`config.mk`:
```
export PLATFORM = sky130hd
export DESIGN_NAME = score_bcd_keeper
export DESIGN_NICKNAME = d
export VERILOG_FILES = /design/src/rtl/score_bcd_keeper.sv
export SDC_FILE = /design/constraint.sdc
export NUM_CORES = 1
export LEC_CHECK = 0
export ABC_AREA = 1
export CORE_MARGIN = 2
export CORE_UTILIZATION = 54
export CTS_CLUSTER_SIZE = 12
export DETAILED_ROUTE_END_ITERATION = 6
export GPL_ROUTABILITY_DRIVEN = 0
export PLACE_DENSITY_LB_ADDON = 0.25
export SLEW_MARGIN = 20
export SYNTH_ARGS = -nofsm -noshare
export SYNTH_HDL_FRONTEND = slang
export SYNTH_SLANG_ARGS = --single-unit
```
`constraint.sdc`:
```
create_clock -name clk -period 3 [get_ports clk]
set_clock_uncertainty 0.1 [all_clocks]
set_input_delay 0.6 -clock clk [delete_from_list [all_inputs] [get_ports clk]]
set_output_delay 0.6 -clock clk [all_outputs]
set_load 0.02 [all_outputs]
```
`src/rtl/score_bcd_keeper.sv`:
```
// Score keeper for the 4-digit display: digit-serial BCD accumulation of
// line-clear points, with a game-over blink between the score and "OVER".
module score_bcd_keeper #(
   parameter int BLINK_DIV = 50_000_000
) (
   input  logic       clk,
   input  logic       rst_n,
   input  logic       clr_valid,
   input  logic [2:0] clr_lines,
   output logic       clr_ready,
   input  logic       game_over,
   input  logic       new_game,
   output logic [3:0] score_1,
   output logic [3:0] score_2,
   output logic [3:0] score_3,
   output logic [3:0] score_4
);

   localparam int CW = (BLINK_DIV > 2) ? $clog2(BLINK_DIV) : 1;

   typedef enum logic {IDLE, ADD} state_t;

   state_t          state_q;
   logic [3:0][3:0] score_q;   // committed score, [3] = thousands
   logic [3:0][3:0] work_q;
   logic [3:0]      inc_q;
   logic            carry_q;
   logic [1:0]      idx_q;
   logic            go_q;
   logic            show_q;
   logic [CW-1:0]   cnt_q;

   logic [4:0]      sum_d;
   logic [3:0]      dig_d;
   logic            cout_d;
   logic [3:0][3:0] work_d;
   logic            legal;
   logic [3:0]      pts;

   assign clr_ready = (state_q == IDLE) && !game_over;
   assign legal     = (clr_lines >= 3'd1) && (clr_lines <= 3'd4);

   always_comb begin
      pts = 4'd0;
      case (clr_lines)
         3'd1:    pts = 4'd1;
         3'd2:    pts = 4'd3;
         3'd3:    pts = 4'd5;
         3'd4:    pts = 4'd8;
         default: pts = 4'd0;
      endcase
   end

   // One BCD digit of the running sum; the increment only enters at digit 0.
   always_comb begin
      sum_d  = {1'b0, work_q[idx_q]} + {1'b0, (idx_q == 2'd0) ? inc_q : 4'd0}
               + {4'd0, carry_q};
      dig_d  = sum_d[3:0];
      cout_d = 1'b0;
      if (sum_d > 5'd9) begin
         dig_d  = 4'(sum_d - 5'd10);
         cout_d = 1'b1;
      end
      work_d        = work_q;
      work_d[idx_q] = dig_d;
   end

   always_ff @(posedge clk or negedge rst_n) begin
      if (!rst_n) begin
         state_q <= IDLE;
         score_q <= '0;
         work_q  <= '0;
         inc_q   <= '0;
         carry_q <= 1'b0;
         idx_q   <= '0;
      end else if (new_game) begin
         state_q <= IDLE;
         score_q <= '0;
         work_q  <= '0;
         carry_q <= 1'b0;
         idx_q   <= '0;
      end else begin
         case (state_q)
            IDLE: begin
               if (clr_valid && clr_ready && legal) begin
                  work_q  <= score_q;
                  inc_q   <= pts;
                  carry_q <= 1'b0;
                  idx_q   <= '0;
                  state_q <= ADD;
               end
            end
            ADD: begin
               work_q  <= work_d;
               carry_q <= cout_d;
               idx_q   <= idx_q + 2'd1;
               if (idx_q == 2'd3) begin
                  state_q <= IDLE;
                  // carry out of the thousands digit pins the score at 9999
                  score_q <= cout_d ? {4{4'd9}} : work_d;
               end
            end
            default: state_q <= IDLE;
         endcase
      end
   end

   always_ff @(posedge clk or negedge rst_n) begin
      if (!rst_n) begin
         go_q   <= 1'b0;
         show_q <= 1'b0;
         cnt_q  <= '0;
      end else begin
         go_q <= game_over;
         if (new_game) begin
            show_q <= 1'b0;
            cnt_q  <= '0;
         end else if (game_over && !go_q) begin
            show_q <= 1'b1;
            cnt_q  <= '0;
         end else if (game_over) begin
            if (cnt_q == CW'(BLINK_DIV - 1)) begin
               show_q <= !show_q;
               cnt_q  <= '0;
            end else begin
               cnt_q <= cnt_q + 1'b1;
            end
         end else begin
            show_q <= 1'b0;
            cnt_q  <= '0;
         end
      end
   end

   assign {score_4, score_3, score_2, score_1} =
      show_q ? {4'd12, 4'd13, 4'd14, 4'd15} : score_q;

endmodule

```
=== Yosys cells after proc, flatten, opt, wreduce, memory -nomap -nowiden ===
Index checks and enable logic that the tools add are counted.

* Register bits after elaboration: 68
* Input port bits: 8
* Output and inout bits: 17
* Logic and storage cells: 84

* Add/sub/neg operators: 5
* Magnitude comparators: 5
* Eq/ne operators: 8
* Mux-type cells: 35
* Bitwise logic cells: 2
* Reduce and logical (&&, ||, !) cells: 14

{| class="wikitable"
|+ Operators by type and width
! operator !! number
|-
| $mux W16 || 7
|-
| $mux W26 || 4
|-
| $pmux W16 S2 || 1
|-
| $add A26 B1 Y26 const B || 1
|-
| $eq A26 B26 Y1 const B || 1
|-
| $bwmux W16 || 1
|-
| $mux W4 || 4
|-
| $pmux W4 S4 || 1
|-
| $mux W1 || 10
|-
| $bmux W4 S2 || 1
|-
| $demux W4 S2 || 1
|-
| $eq A3 B2 Y1 const B || 2
|-
| $logic_and A1 B1 Y1 || 6
|-
| $add A4 B4 Y5 || 1
|-
| $add A5 B1 Y5 || 1
|-
| $gt A5 B4 Y1 const B || 1
|-
| $mux W2 || 2
|-
| $ne A4 B1 Y1 const B || 1
|-
| $pmux W1 S2 || 2
|-
| $pmux W2 S2 || 1
|-
| $reduce_bool A2 Y1 || 2
|-
| $sub A4 B4 Y4 const B || 1
|-
| $eq A3 B1 Y1 const B || 1
|-
| $eq A3 B3 Y1 const B || 1
|-
| 12 further kinds || 15
|}

=== Logic depth before layout (Yosys ltp) ===
Gate-level depths: netlist (run 1).

* Depth in word-level cells: 11
* Mapped depth: 21
* Gate-level depth less buffers: 20

=== Worst setup path before layout (run 1) ===
Ideal clock, no wire load.

* Path type: register to register
* Start point: register idx_q[1]
* End point: register score_q[3] (netlist bit)
* Setup time: 117 ps
* Data arrival time: 2,981 ps
* Required time: 2,783 ps
* Slack: -198 ps
* Stages on the path, launching flop included: 20
* Path buffers: 1
* Period minus slack after synthesis: 3,198 ps
* Cell sequence: dfrtp_1 inv_1 ha_1 clkbuf_1 nand2_1 fa_1 inv_1 fa_1 inv_1 ha_1 nand2_1 a21boi_2 nand2_2 nand2_4 nand2_1 nand2_2 nand2_1 nand3_1 nand2_1 nand2_1

* Longest elaborated chain between the ends: 11
* Elaborated cells on any way between the ends: 23
* Those cells by class: 3 x add/sub; 3 x order compare; 1 x eq/ne; 12 x mux; 4 x reduce/logical

{| class="wikitable"
|+ Ends and longest elaborated chain
! item !! RTL line !! text
|-
| from (decl) || 28 || <nowiki>logic [1:0] idx_q;</nowiki>
|-
| from (signal assigned) || 96 || <nowiki>idx_q <= idx_q + 2'd1;</nowiki>
|-
| $bmux W4 S2 or $logic_not A2 Y1 (tied branches) || 56 || <nowiki>sum_d = {1'b0, work_q[idx_q]} + {1'b0, (idx_q == 2'd0) ? inc_q : 4'd0}</nowiki>
|-
| $mux W4 (implied by the code) || 56 ||
|-
| $add A4 B4 Y5 || 56 ||
|-
| $add A5 B1 Y5 || 57 || <nowiki>+ {4'd0, carry_q};</nowiki>
|-
| $sub A4 B4 Y4 or $gt A5 B4 Y1 (tied branches) || 61, 60 ||
|-
| $mux W4 || 60 || <nowiki>if (sum_d > 5'd9) begin</nowiki>
|-
| $bwmux W16 || 65 || <nowiki>work_d[idx_q] = dig_d;</nowiki>
|-
| $mux W16 || 100 || <nowiki>score_q <= cout_d ? {4{4'd9}} : work_d;</nowiki>
|-
| $mux W16 || 97 || <nowiki>if (idx_q == 2'd3) begin</nowiki>
|-
| $mux W16 || 83 || <nowiki>case (state_q)</nowiki>
|-
| $mux W16 || 76 || <nowiki>end else if (new_game) begin</nowiki>
|-
| to (signal assigned) || 100 ||
|-
| to (decl) || 24 || <nowiki>logic [3:0][3:0] score_q;</nowiki>
|}

Parallel ways exist; a longest one is shown, timed or not. The select of a mux whose other input is x is not followed.
A chain may end at the register's enable or synchronous reset.

=== Final worst setup path (run 1) ===
* Start point: register idx_q[0]
* End point: register work_q[13] (netlist bit)

* Longest elaborated chain between the ends: 9
* Elaborated cells on any way between the ends: 17
* Those cells by class: 3 x add/sub; 3 x order compare; 9 x mux; 2 x reduce/logical

{| class="wikitable"
|+ Ends and longest elaborated chain
! item !! RTL line !! text
|-
| $bmux W4 S2 or $logic_not A2 Y1 (tied branches) || 56 ||
|-
| $mux W4 (implied by the code) || 56 ||
|-
| $add A4 B4 Y5 || 56 ||
|-
| $add A5 B1 Y5 || 57 ||
|-
| $sub A4 B4 Y4 or $gt A5 B4 Y1 (tied branches) || 61, 60 ||
|-
| $mux W4 || 60 ||
|-
| $bwmux W16 * || 65 ||
|-
| $pmux W16 S2 * || 83 ||
|-
| $mux W16 * || 76 ||
|-
| to (signal assigned) || 86 || <nowiki>work_q <= score_q;</nowiki>
|-
| to (signal assigned) || 94 || <nowiki>work_q <= work_d;</nowiki>
|-
| to (decl) || 25 || <nowiki>logic [3:0][3:0] work_q;</nowiki>
|}

Every way passes the cells marked *; elsewhere a longest branch is shown, timed or not. The select of a mux whose other input is x is not followed.

==> results.txt, run 1 <==
----------------------------------------------------
[Setup path]
  Category of the worst setup path launch point ... flip-flop
  Crit path DAT ... ~3200 ps
  Internal reg-to-reg setup slack ... -60 ps
  Number of cells on the worst reg-to-reg path ... 17
  Largest driver fanout on the critical path ... 6
  Crit Reg-Reg Endpoint ... work_q[13]$_DFFE_PN0P_
  Endpoint type of the worst setup path ... flip-flop
  R2R Path Start ... idx_q[0]$_DFFE_PN0P_
  Critical path type ... flip-flop to flip-flop
  Critical Path RT ... roughly 3100 ps

[Final layout]
  Fillers ... 599
  Nets ... 600
  Area added between synthesis and finish ... 20.2%
  Post-Layout Cell Count ... 685
  Post-route design area ... 4810 um2
  Final Core Density ... 66.7%
  Count of antenna diodes in the layout ... 0
  Fraction of layout cells with a size suffix above 1 ... 16.6%

[Detailed routing]
  DRC violations left ... 0
  Number of optimization iterations in the first detailed-route pass ... 5
  Routed via count divided by cell count ... 5.47
  Wirelength, routed ... 10,200 um
  Number of design-rule violations left by the first detailed-router iteration ... 291
  Total number of vias ... 3,744
  Avg WL per Cell ... 14.8 um
  Post-route antenna net violation count ... 0

[Pwr]
  Power density over cell area ... 543 nW/um2
  Worst-case vdd ir drop ... 0.314 mV
  Cell leakage power ... 0.00226 uW

[Die]
  DIE HEIGHT ... around 90 um
  Rows ... 31
  Number of primary I/O pins ... 25
  Floorplan die area ... 8110 um2
  Core Box Area ... 7210 um2
  Initial Util ... 55.5%
  Width of the die ... 90.1 um

[Synth]
  Synthesized Nets ... 556
  Post-synthesis sequential area ratio ... 42.5%
  Post-Synthesis Cells ... 537
  Synthesized area per cell ... roughly 7.5 um2
  Yosys warning count ... 0
  Count of unique library cells instantiated by Yosys ... 39
  Flip-flop and latch count after synthesis ... 68
  Synthesized area ... 4000 um2

[GRT]
  First-pass GRT wire length ... between 15,000 and 20,000 um
  Global route total overflow ... 0
  Largest net degree at the start of global routing ... 28
  Via count of the first global-routing pass ... 3,612
  Initial antenna violation count ... 0
  GRT Overall Usage ... 25.7%

[Place]
  Placed standard-cell area ... 4410 um2
  Buffers on Ports ... 24
  Placed Cells ... about 660
  Post-detail-place hpwl ... roughly 7200 um

[Clock tree]
  Worst-Skew Late Latency ... 350 ps
  Maximum count of clock buffers along a single path ... 2
  Clock sink count ... 68
  Root cell of the clock tree ... clkbuf_8
  TritonCTS clock tree ... built
  Deepest level of the CTS H-tree ... 3
  Clock transition at the registers of the reported paths ... 80 ps
  Clock buffers created by TritonCTS ... 9
  Post-CTS Hold Fix Bufs ... 0

[STA]
  Final-report max-slew violation count ... 0
  Final worst-path cycle share ... 102%
  Peak clock frequency supported by timing ... 0.327 GHz
  Final setup violation count ... 14
  Final-report hold violation count ... 0
  Post-route worst setup slack ... -62.6 ps
  RSZ-0062 raised after global routing ... yes
  Relative slew margins ... 57.7%
  Slew @ Worst Pin ... 632 ps
  Setup total negative slack ... -322 ps
  Time the worst path needs with I/O delays and setup ... 3060 ps

[Run status]
  Violated checks ... setup timing
  Status ... complete, but fails checks

[Min path]
  Worst min-delay path category ... input port to asynchronous set/reset pin

[Job]
  Max-cap violations ... 0

----------------------------------------------------
[layout make-up]
class / count / area [um2] / share of cell area [%]
clock buffers: 11 / 151 / 3.15
multi-input cells: 394 / 2090 / 43.5
inverters: 65 / 246 / 5.12
clock inverters: 5 / 106 / 2.21
well taps: 99 / 124 / 2.58
repair buffers: 43 / 385 / 8.01
flip-flops and latches: 68 / 1700 / 35.4
[synth_stat cells (all sizes together)]
master	instances	area (um2)
o22ai	6	37.5
o31ai	1	7.51
clkbuf	6	22.5
o21ai	40	200
o21a	3	22.5
dfrtp	68	1700
nand4	7	43.8
clkinv	1	3.75
a41oi	1	8.76
inv	64	240
o211ai	1	12.5
xnor2	1	8.76
a21oi	24	124
nor4	1	6.26
nand3b	1	7.51
nor3	13	97.6
nand2	146	581
ha	9	113
a21boi	1	11.3
nand3	46	230
or2	7	43.8
nor3b	4	40.0
nor2	72	313
and3	2	12.5
a31oi	1	6.26
buf	4	22.5
fa	2	40.0
xor2	5	43.8
[power by group]
group | leakage, uW | total, uW | switching [uW] | internal, uW
clock | 0.000126 | 963 | 363 | 600
combinational | 0.00120 | 681 | 423 | 258
sequential | 0.000931 | 969 | 25.4 | 944
[through the flow]
| stage | setup WS (ps) | hold slack [ps] | power, uW |
|---|---|---|---|
| floorplan | 5.31 | 204 | 1380 |
| global placement | 63.7 | 341 | 1550 |
| detailed placement | -46.7 | 358 | 1560 |
| CTS | 3.46 | 118 | 2540 |
| global route | -219 | 153 | 2730 |
| finish | -62.6 | 104 | 2610 |
[flip-flops by register name, indices dropped and copies added, names as in the netlist]
signal   flops
idx_q        2
carry_q      1
show_q       1
work_q      16
state_q      1
cnt_q       26
go_q         1
score_q     16
inc_q        4
[worst max-delay path, cell delays in order, from the launching register on]
cell and delay [ps]:
dfrtp_2 450, o21ai_2 80, a21oi_1 210, a21oi_2 70
fa_2 360, inv_2 70, fa_2 450, inv_2 100
ha_4 140, nand2_1 60, a21boi_2 160, nand2_2 110
nand2_4 100, buf_6 150, nand2_2 70, nand3_1 90
nand3_1 110, a21oi_1 70
[worst max-delay path by stage]
stage / from / to / slack (ps) / cells after the start
floorplan: idx_q[1]$_DFFE_PN0P_ / score_q[15]$_DFFE_PN0P_ / 5 / 19
global placement: idx_q[0]$_DFFE_PN0P_ / score_q[13]$_DFFE_PN0P_ / 60 / 15
detailed placement: idx_q[0]$_DFFE_PN0P_ / score_q[9]$_DFFE_PN0P_ / -50 / 15
CTS: idx_q[0]$_DFFE_PN0P_ / score_q[9]$_DFFE_PN0P_ / 3 / 15
global route: idx_q[0]$_DFFE_PN0P_ / work_q[13]$_DFFE_PN0P_ / -220 / 17
finish: idx_q[0]$_DFFE_PN0P_ / work_q[13]$_DFFE_PN0P_ / -60 / 17
[kinds of logic after synthesis]
| family | after synthesis | synth area share, % |
|---|---|---|
| simple gates | 299 | 34.4 |
| compound gates | 78 | 10.8 |
| buf+inv | 75 | 7.22 |
| flops | 68 | 42.5 |
| fa+ha+maj | 11 | 3.81 |
| xor+xnor | 6 | 1.31 |
[placed cells by master (no fill, tap or decap), types with 3 or more instances in the layout]
cell type | synthesis | layout
xor2_1 | 5 | 5
inv_1 | 58 | 55
o21a_1 | 3 | 3
clkbuf_8 | 0 | 11
nand2_2 | 7 | 10
dfrtp_1 | 68 | 67
nand2_1 | 137 | 133
buf_4 | 1 | 17
o21ai_0 | 32 | 28
or2_2 | 7 | 7
o21ai_1 | 8 | 10
nand4_1 | 7 | 7
bufinv_16 | 0 | 3
a21oi_1 | 23 | 22
nand3_2 | 0 | 4
nor2_4 | 4 | 4
inv_2 | 6 | 9
nor2_2 | 5 | 5
nor3_1 | 9 | 9
nand3_1 | 46 | 42
o22ai_1 | 6 | 5
nor2_1 | 63 | 63
ha_1 | 9 | 7
nand2_4 | 2 | 3
clkdlybuf4s50_1 | 0 | 23
[per-layer routing]
layer  vias up  part of all wire, %  track usage (%)
li1       1818                    -                -
met5         -                    0                0
met4         0                  3.4             12.7
met2       148                   49             42.8
met1      1739                   42             32.4
met3        39                  6.1             4.78
[what timing repair did]
action                                  in CTS  in global routing
resized for setup                            5                 21
buffers inserted                             2                  5
gates cloned                                 0                  0
pin swaps                                    5                 10
endpoints found under the setup margin      20                 28
Note: power is estimated with default switching activity, not from simulation.
==> run 2: changes to the inputs <==
--- a/config.mk
+++ b/config.mk
@@ -8,7 +8,6 @@
 export ABC_AREA = 1
 export CORE_MARGIN = 2
 export CORE_UTILIZATION = 54
-export CTS_CLUSTER_SIZE = 12
 export DETAILED_ROUTE_END_ITERATION = 6
 export GPL_ROUTABILITY_DRIVEN = 0
 export PLACE_DENSITY_LB_ADDON = 0.25
==> results of run 2 <==
No change in the layout: final DEF, timing and power equal those of run 1.
